`src/rtl/median_sched_pkg.sv`:
```
// Shared constants, state encoding and helpers for the median_sched scheduler.
package median_sched_pkg;

  localparam int unsigned PIX_COUNT = 9;
  localparam int unsigned IDX_W     = 4;
  localparam int unsigned ST_W      = 2;

  typedef logic [ST_W-1:0] state_t;

  localparam logic [1:0] IDLE = 2'd0;
  localparam logic [1:0] LOAD = 2'd1;
  localparam logic [1:0] WAIT = 2'd2;

  // Index of the final pixel of a 3x3 window.
  function automatic logic [IDX_W-1:0] last_idx();
    return IDX_W'(PIX_COUNT - 1);
  endfunction

endpackage

```
`src/rtl/median_sched_arb.sv`:
```
// One-hot winner selection from the request vector.
// MEDIAN_SCHED_RR_EN: search starts at i_ptr and wraps; otherwise lowest index wins.
module median_sched_arb #(
  parameter int unsigned NREQ = 4
) (
  input  logic [NREQ-1:0]         i_req,
`ifdef MEDIAN_SCHED_RR_EN
  input  logic [$clog2(NREQ)-1:0] i_ptr,
`endif
  output logic [NREQ-1:0]         o_gnt_c
);

  logic w_found;

`ifdef MEDIAN_SCHED_RR_EN
  // Offset k from the pointer is tried in order; the first requesting slot wins.
  always_comb begin
    o_gnt_c = '0;
    w_found = 1'b0;
    for (int unsigned k = 0; k < NREQ; k++) begin
      for (int unsigned j = 0; j < NREQ; j++) begin
        if (!w_found && (j == ((32'(i_ptr) + k) % NREQ)) && i_req[j]) begin
          o_gnt_c[j] = 1'b1;
          w_found    = 1'b1;
        end
      end
    end
  end
`else
  always_comb begin
    o_gnt_c = '0;
    w_found = 1'b0;
    for (int unsigned j = 0; j < NREQ; j++) begin
      if (!w_found && i_req[j]) begin
        o_gnt_c[j] = 1'b1;
        w_found    = 1'b1;
      end
    end
  end
`endif

endmodule

```
`src/rtl/median_sched.sv`:
```
// Shares one MEDIAN 3x3 operator between NREQ requesters: grant, stream nine pixels, await result.
// Build option MEDIAN_SCHED_RR_EN selects round-robin arbitration (fixed priority otherwise).
module median_sched
  import median_sched_pkg::*;
#(
  parameter int unsigned NREQ  = 4,
  parameter int unsigned WIDTH = 8
) (
  input  logic                        CLK,
  input  logic                        RST,
  input  logic [NREQ-1:0]             REQ,
  input  logic [NREQ-1:0][WIDTH-1:0]  PIX,
  output logic [NREQ-1:0]             GNT,
  output logic [IDX_W-1:0]            IDX,
  output logic [NREQ-1:0]             DONE,
  output logic [WIDTH-1:0]            RES,
  output logic                        BUSY,
  output logic [WIDTH-1:0]            MED_DI,
  output logic                        MED_DSI,
  input  logic [WIDTH-1:0]            MED_DO,
  input  logic                        MED_DSO
);

  state_t           r_state, w_state_nxt;
  logic [NREQ-1:0]  r_gnt,   w_gnt_nxt;
  logic [IDX_W-1:0] r_idx,   w_idx_nxt;
  logic [NREQ-1:0]  r_done,  w_done_nxt;
  logic [WIDTH-1:0] r_res,   w_res_nxt;
  logic             r_busy,  w_busy_nxt;
  logic [WIDTH-1:0] r_di,    w_di_nxt;
  logic             r_dsi,   w_dsi_nxt;
  logic [NREQ-1:0]  w_win;
  logic [WIDTH-1:0] w_pix;

`ifdef MEDIAN_SCHED_RR_EN
  localparam int unsigned PTR_W = $clog2(NREQ);
  logic [PTR_W-1:0] r_ptr, w_ptr_nxt, w_gidx, w_ptr_inc;

  // Pointer moves to the slot after the requester being completed.
  always_comb begin
    w_gidx = '0;
    for (int unsigned i = 0; i < NREQ; i++) begin
      if (r_gnt[i]) w_gidx = PTR_W'(i);
    end
  end
  assign w_ptr_inc = (w_gidx == PTR_W'(NREQ - 1)) ? '0 : w_gidx + PTR_W'(1);
`endif

  median_sched_arb #(.NREQ(NREQ)) u_arb (
    .i_req   (REQ),
`ifdef MEDIAN_SCHED_RR_EN
    .i_ptr   (r_ptr),
`endif
    .o_gnt_c (w_win)
  );

  // Granted lane's pixel, selected by the one-hot grant.
  always_comb begin
    w_pix = '0;
    for (int unsigned i = 0; i < NREQ; i++) begin
      w_pix = w_pix | (PIX[i] & {WIDTH{r_gnt[i]}});
    end
  end

  always_comb begin
    w_state_nxt = r_state;
    w_gnt_nxt   = r_gnt;
    w_idx_nxt   = r_idx;
    w_done_nxt  = '0;
    w_res_nxt   = r_res;
    w_busy_nxt  = r_busy;
    w_di_nxt    = r_di;
    w_dsi_nxt   = 1'b0;
`ifdef MEDIAN_SCHED_RR_EN
    w_ptr_nxt   = r_ptr;
`endif
    case (r_state)
      IDLE: begin
        if (|REQ) begin
          w_gnt_nxt   = w_win;
          w_idx_nxt   = '0;
          w_busy_nxt  = 1'b1;
          w_state_nxt = LOAD;
        end
      end
      LOAD: begin
        w_di_nxt  = w_pix;
        w_dsi_nxt = 1'b1;
        if (r_idx == last_idx()) begin
          w_state_nxt = WAIT;
        end else begin
          w_idx_nxt = r_idx + IDX_W'(1);
        end
      end
      WAIT: begin
        if (MED_DSO) begin
          w_res_nxt   = MED_DO;
          w_done_nxt  = r_gnt;
          w_gnt_nxt   = '0;
          w_busy_nxt  = 1'b0;
          w_state_nxt = IDLE;
`ifdef MEDIAN_SCHED_RR_EN
          w_ptr_nxt   = w_ptr_inc;
`endif
        end
      end
      default: begin
        w_gnt_nxt   = '0;
        w_busy_nxt  = 1'b0;
        w_state_nxt = IDLE;
      end
    endcase
  end

  always_ff @(posedge CLK or posedge RST) begin
    if (RST) begin
      r_state <= IDLE;
      r_gnt   <= '0;
      r_idx   <= '0;
      r_done  <= '0;
      r_res   <= '0;
      r_busy  <= 1'b0;
      r_di    <= '0;
      r_dsi   <= 1'b0;
    end else begin
      r_state <= w_state_nxt;
      r_gnt   <= w_gnt_nxt;
      r_idx   <= w_idx_nxt;
      r_done  <= w_done_nxt;
      r_res   <= w_res_nxt;
      r_busy  <= w_busy_nxt;
      r_di    <= w_di_nxt;
      r_dsi   <= w_dsi_nxt;
    end
  end

`ifdef MEDIAN_SCHED_RR_EN
  always_ff @(posedge CLK or posedge RST) begin
    if (RST) r_ptr <= '0;
    else     r_ptr <= w_ptr_nxt;
  end
`endif

  assign GNT     = r_gnt;
  assign IDX     = r_idx;
  assign DONE    = r_done;
  assign RES     = r_res;
  assign BUSY    = r_busy;
  assign MED_DI  = r_di;
  assign MED_DSI = r_dsi;

endmodule

```
`config.mk`:
```
export PLATFORM = sky130hd
export DESIGN_NAME = median_sched
export DESIGN_NICKNAME = d
export VERILOG_FILES = /design/src/rtl/median_sched_pkg.sv /design/src/rtl/median_sched_arb.sv /design/src/rtl/median_sched.sv
export SDC_FILE = /design/constraint.sdc
export NUM_CORES = 1
export LEC_CHECK = 0
export CORE_ASPECT_RATIO = 0.9
export CORE_UTILIZATION = 30
export DETAILED_ROUTE_END_ITERATION = 10
export PLACE_DENSITY = 0.63
export SLEW_MARGIN = 30
export SYNTH_ARGS = -nofsm -noshare
export SYNTH_HDL_FRONTEND = slang
export SYNTH_SLANG_ARGS = --single-unit
```
`constraint.sdc`:
```
create_clock -name CLK -period 1.95 [get_ports CLK]
set_input_delay 0.2925 -clock CLK [delete_from_list [all_inputs] [get_ports CLK]]
set_output_delay 0.2925 -clock CLK [all_outputs]
set_load 0.01 [all_outputs]
```
**After elaboration in Yosys (flattened, before gate mapping)**

Cells that the tools add are included.

- $add $sub $neg: 1
- Multiply operators: 0
- Divide/modulo/power cells: 0
- Magnitude comparators: 0
- Equal/unequal tests: 7
- Shift-type cells: 0
- Mux-type cells: 22
- Bitwise operators: 8
- Reduce and logical (&&, ||, !) cells: 13

Operators by type and width:

| cell | count |
|---|---|
| $and A8 B8 Y8 | 4 |
| $mux W4 | 6 |
| $or A8 B8 Y8 | 3 |
| $pmux W4 S3 | 1 |
| $mux W1 | 9 |
| $reduce_and A3 Y1 | 3 |
| $ne A2 B2 Y1 const B | 4 |
| $pmux W4 S2 | 1 |
| $mux W2 | 3 |
| $pmux W2 S3 | 1 |
| $add A4 B1 Y4 const B | 1 |
| $eq A4 B4 Y1 const B | 1 |
| $reduce_or A4 Y1 | 1 |
| $logic_and A1 B1 Y1 | 3 |
| $logic_not A1 Y1 | 3 |
| $pmux W1 S3 | 1 |
| $eq A2 B1 Y1 const B | 1 |
| $eq A2 B2 Y1 const B | 1 |
| $logic_not A2 Y1 | 1 |
| $reduce_and A2 Y1 | 1 |
| $reduce_bool A2 Y1 | 1 |
| $not A1 Y1 | 1 |

- Register bits after elaboration: 32
- Latch bits: 0
- Bits in writable memories: 0
- Bits in read-only memories: 0
- Logic and storage cells: 59
- Memories kept: 0

**Logic depth before layout (Yosys ltp)**

- Depth after elaboration: 12
- Depth in mapped cells: 6

**Hierarchy**

From an unflattened synthesis, not the netlist that was laid out.

- Cells, all modules: 131
- Area total of the unflattened synthesis: 1466.4 µm²

Modules (own cells, without submodules):

| module | instances | cells an instance | area each (µm²) |
|---|---|---|---|
| median_sched | 1 | 127 | 1430.1 |
| median_sched_arb | 1 | 4 | 36.3 |

**Worst setup path after synthesis**

Ideal clock, no wire load.

- Path kind: reg2reg
- From: register r_state[0]
- To: register r_busy, in the netlist BUSY
- Library setup time: 0.121 ns
- Arrival: 1.622 ns
- Required time: 1.829 ns
- Slack: 0.207 ns
- Cell stages (with the launch flop): 6
- Path buffers: 2
- Clock period less this slack: 1.743 ns
- Path through: dfrtp_1 buf_6 or4_1 buf_2 or3_1 a22o_1

- Longest elaborated chain between the ends: 3
- Elaborated cells on any way between the ends: 8
- Classes of those cells: 4 x eq/ne; 1 x mux; 1 x bitwise; 2 x reduce/logical

Ends and longest elaborated chain:

| item | RTL line | source |
|---|---|---|
| start, declared | median_sched.sv:24 | `state_t r_state, w_state_nxt;` |
| start signal, assigned | median_sched.sv:126 | `r_state <= w_state_nxt;` |
| $eq A2 B2 Y1, or another cell as far along | median_sched.sv:77 | `case (r_state)` |
| $ne A2 B2 Y1 (no line) or $not A1 Y1 (tied branches) | -- |  |
| $reduce_and A3 Y1 (no line) | -- |  |
| end signal, assigned | median_sched.sv:131 | `r_busy <= w_busy_nxt;` |
| end, declared | median_sched.sv:29 | `logic r_busy, w_busy_nxt;` |

Several ways; a longest one is shown, not always the timed one.
A chain may end at the register's enable or synchronous reset.

**Worst setup path in the final report**

- From: register r_idx[0], in the netlist IDX[0]
- To: register r_idx[0], in the netlist IDX[0]

- Longest elaborated chain between the ends: 3
- Elaborated cells on any way between the ends: 6
- Classes of those cells: 1 x add/sub; 2 x eq/ne; 2 x mux; 1 x reduce/logical

Ends and longest elaborated chain:

| item | RTL line | source |
|---|---|---|
| start, declared | median_sched.sv:26 | `logic [IDX_W-1:0] r_idx, w_idx_nxt;` |
| start signal, assigned | median_sched.sv:128 | `r_idx <= w_idx_nxt;` |
| $add A4 B1 Y4 or $eq A4 B4 Y1 (tied branches) | median_sched.sv:92, median_sched.sv:89 |  |
| $mux W4 or $ne A2 B2 Y1 (tied branches) | -- |  |
| $pmux W4 S2 or $reduce_and A3 Y1 (tied branches) | -- |  |

Several ways; a longest one is shown, not always the timed one. The select of a mux whose other input is x is not followed.

==> results.cfg <==
[run_status]
outcome = complete, no violations

[yosys]
syn_nets = 178
ys_seq_area_share_pct = 54.98
netlist_area_sq_um = 1456
synth_edf_count = 0
netlist_instances = 129
synth_ff_type = dfrtp_1
yosysUniqueCellTypes = 34
async_flop_share_pct = 100.0
syn_avg_cell_area_sq_um = 11.29
ys_ff_latch = 32
yosysWarningCount = 0

[power_and_ir_drop]
power_density_nw_per_um2 = 1261
p_seq_share_pct = 33.6
p_clk_share_pct = 19.7
p_sw_share_pct = 32.95
combPwrFrac_pct = 46.7
ir_drop_uv = 972.1
p_int_w = 0.002084
switching_power_w = 0.001024
p_leak_nw = 1.067

[routing]
ant_nets = 0
avgViaCountPerCell = 4.871
drcViolationCount = 0
dr.pass1.iters = 6
drt_iter0_drc = 50
totalWireLength_microns = 3996
routedWlPerCell_microns = 14.27
route.vias.total = 1364

[cts]
postCtsSetupRepairBufs = 0
ctsHoldBuffers = 0
cts-resized-gates = 0
cts-buffers-inserted = 5
clk_pin_slew_worst_paths_ps = 60
numClockSinks = 32
clk_path_buf_depth = 2
clock_latency_ps = 280
cts_root_buffer = clkbuf_8
cts_tree = built
h-tree-depth = 2

[critical_path]
end_kind = flip-flop
start_kind = flip-flop
r2r-start = IDX[0]
worstPathArrival_ps = 1860
crit_type = flip-flop to flip-flop
cp.required_ps = 2150
critPathMaxFanout = 5
crit_start = IDX[0]

[sta]
skew_ps = 8.154
whs_ps = 398.1
fin_tns_setup_ps = 0
fin_ws_ps = 289.7
maxSlewHeadroom_pct = 73.00
min_period_over_period_pct = 85.15
hold_viol = 0
rsz0062_at_grt = false
fmax_ghz = 0.6023
tightest_slew_ps = 405.1
min_period_ps = 1660
drv_slew = 0
finalSetupViolCount = 0

[global_route]
grt_pass1_vias = 1350
grt_overflow = 0
grt_util_all_layers_pct = 16.97
grt_max_degree = 33
grt_pass1_wl_microns = 6292
grt_antenna_before_repair = 0

[worst_hold_path]
hold_path_class = input pin to asynchronous set/reset pin

[floorplanning]
die_height_microns = 68.10
start_util_pct = 32.03
rows = 23
dieWidth_microns = 75.45
coreArea_sq_um = 4547
dieArea_sq_um = 5138
boundaryPins = 77

[final_layout]
layout-drive-gt1-share_pct = 13.76
antenna_cells = 0
syn_to_final_growth_pct = 69.24
nets = 266

[placement]
portBuffers = 76
dp_slack_ps = 42.55
gp_congestion = 0.8198
hpwl_microns = 3006

[job]
cap_violations = 0
## cell usage after synthesis, types with 2 or more instances
library cell / count / area [sq um]
o31ai_1: 2 / 15.01
a32o_1: 2 / 20.02
buf_1: 3 / 11.26
inv_1: 6 / 22.52
a22oi_1: 16 / 120.1
dfrtp_1: 32 / 800.8
ha_1: 2 / 25.02
nand2_1: 4 / 15.01
a22o_1: 3 / 26.28
nor2_1: 12 / 45.04
clkbuf_1: 4 / 15.01
and2_1: 4 / 25.02
o211ai_1: 2 / 15.01
mux2_2: 8 / 90.09
a31oi_1: 9 / 56.30
mux2i_1: 2 / 20.02
## placed cells by master, fill, tap and decap left out, types with 4 or more instances in the layout
cell type        synthesis  final
a22oi_1                 16     16
and2_1                   4      4
inv_1                    6      6
nor2_1                  12     12
dfrtp_1                 32     32
buf_4                    0     14
a31oi_1                  9      9
clkdlybuf4s50_1          0     76
mux2_2                   8      8
clkbuf_8                 0      5
nand2_1                  4      4
## metrics by stage
stage          utilization [%]  total power, W  instances  cell area (sq um)
2_1_floorplan                -        0.001765        129               1456
3_3_place_gp             51.84        0.002492        272               2357
3_5_place_dp             51.84        0.002525        272               2357
4_1_cts                  54.21        0.003156        280               2465
5_1_grt                  54.21        0.003353        280               2465
6_report                 54.21        0.003109        280               2465
## routing by layer
layer	wire, microns	GRT usage, %
met3	215	5.891
met5	0	0
met4	21	5.324
met1	1681	20.28
met2	2078	28.68
## power by group through the flow
stage / combinational, W / sequential, W / clock, W
detailed placement: 0.00147 / 0.00106 / 0
floorplan: 0.000619 / 0.00115 / 0
CTS: 0.00147 / 0.00105 / 0.000634
global placement: 0.00145 / 0.00104 / 0
global route: 0.00160 / 0.00108 / 0.000673
finish: 0.00145 / 0.00104 / 0.000612
## cells by family (layout without fill, tap and decap cells)
| group | count (synthesis) | after routing | share of synthesized area, % |
|---|---|---|---|
| compound gates | 40 | 40 | 20.70 |
| mux | 10 | 10 | 7.560 |
| fa+ha+maj | 2 | 2 | 1.718 |
| simple gates | 30 | 30 | 10.57 |
| flops | 32 | 32 | 54.98 |
| buf+inv | 15 | 104 | 4.467 |
## cell type report
type / count / area (sq um)
clock buffers: 6 / 72.57
inverters: 6 / 22.52
multi-input cells: 82 / 590.6
well taps: 62 / 77.57
repair buffers: 90 / 865.8
flip-flops and latches: 32 / 800.8
clock inverters: 2 / 35.03
fillers: 419 / 2082
## state kept, by name, summed over array words and instances (netlist names)
name     cells
MED_DI       8
RES          8
DONE         4
GNT          4
IDX          4
r_state      2
BUSY         1
MED_DSI      1
## worst paths after layout
| kind | slack [ps] | cells past startpoint | to |
|---|---|---|---|
| setup / recovery | 290 | 6 | IDX[0] |
| hold / removal | 400 | 3 | RES[6] |
| setup reg to reg | 290 | 6 | IDX[0] |
| hold reg to reg | 510 | 1 | RES[1] |
| max in group asynchronous | 1260 | 3 | MED_DI[0] |
| min in group CLK | 510 | 1 | RES[1] |
## critical path, stage by stage (launching register included)
cell,delay [ps]
dfrtp_1,420
inv_1,90
ha_1,210
and4b_1,200
a211oi_1,290
buf_4,200
mux2i_1,180
Note: power is estimated with default switching activity, not from simulation.
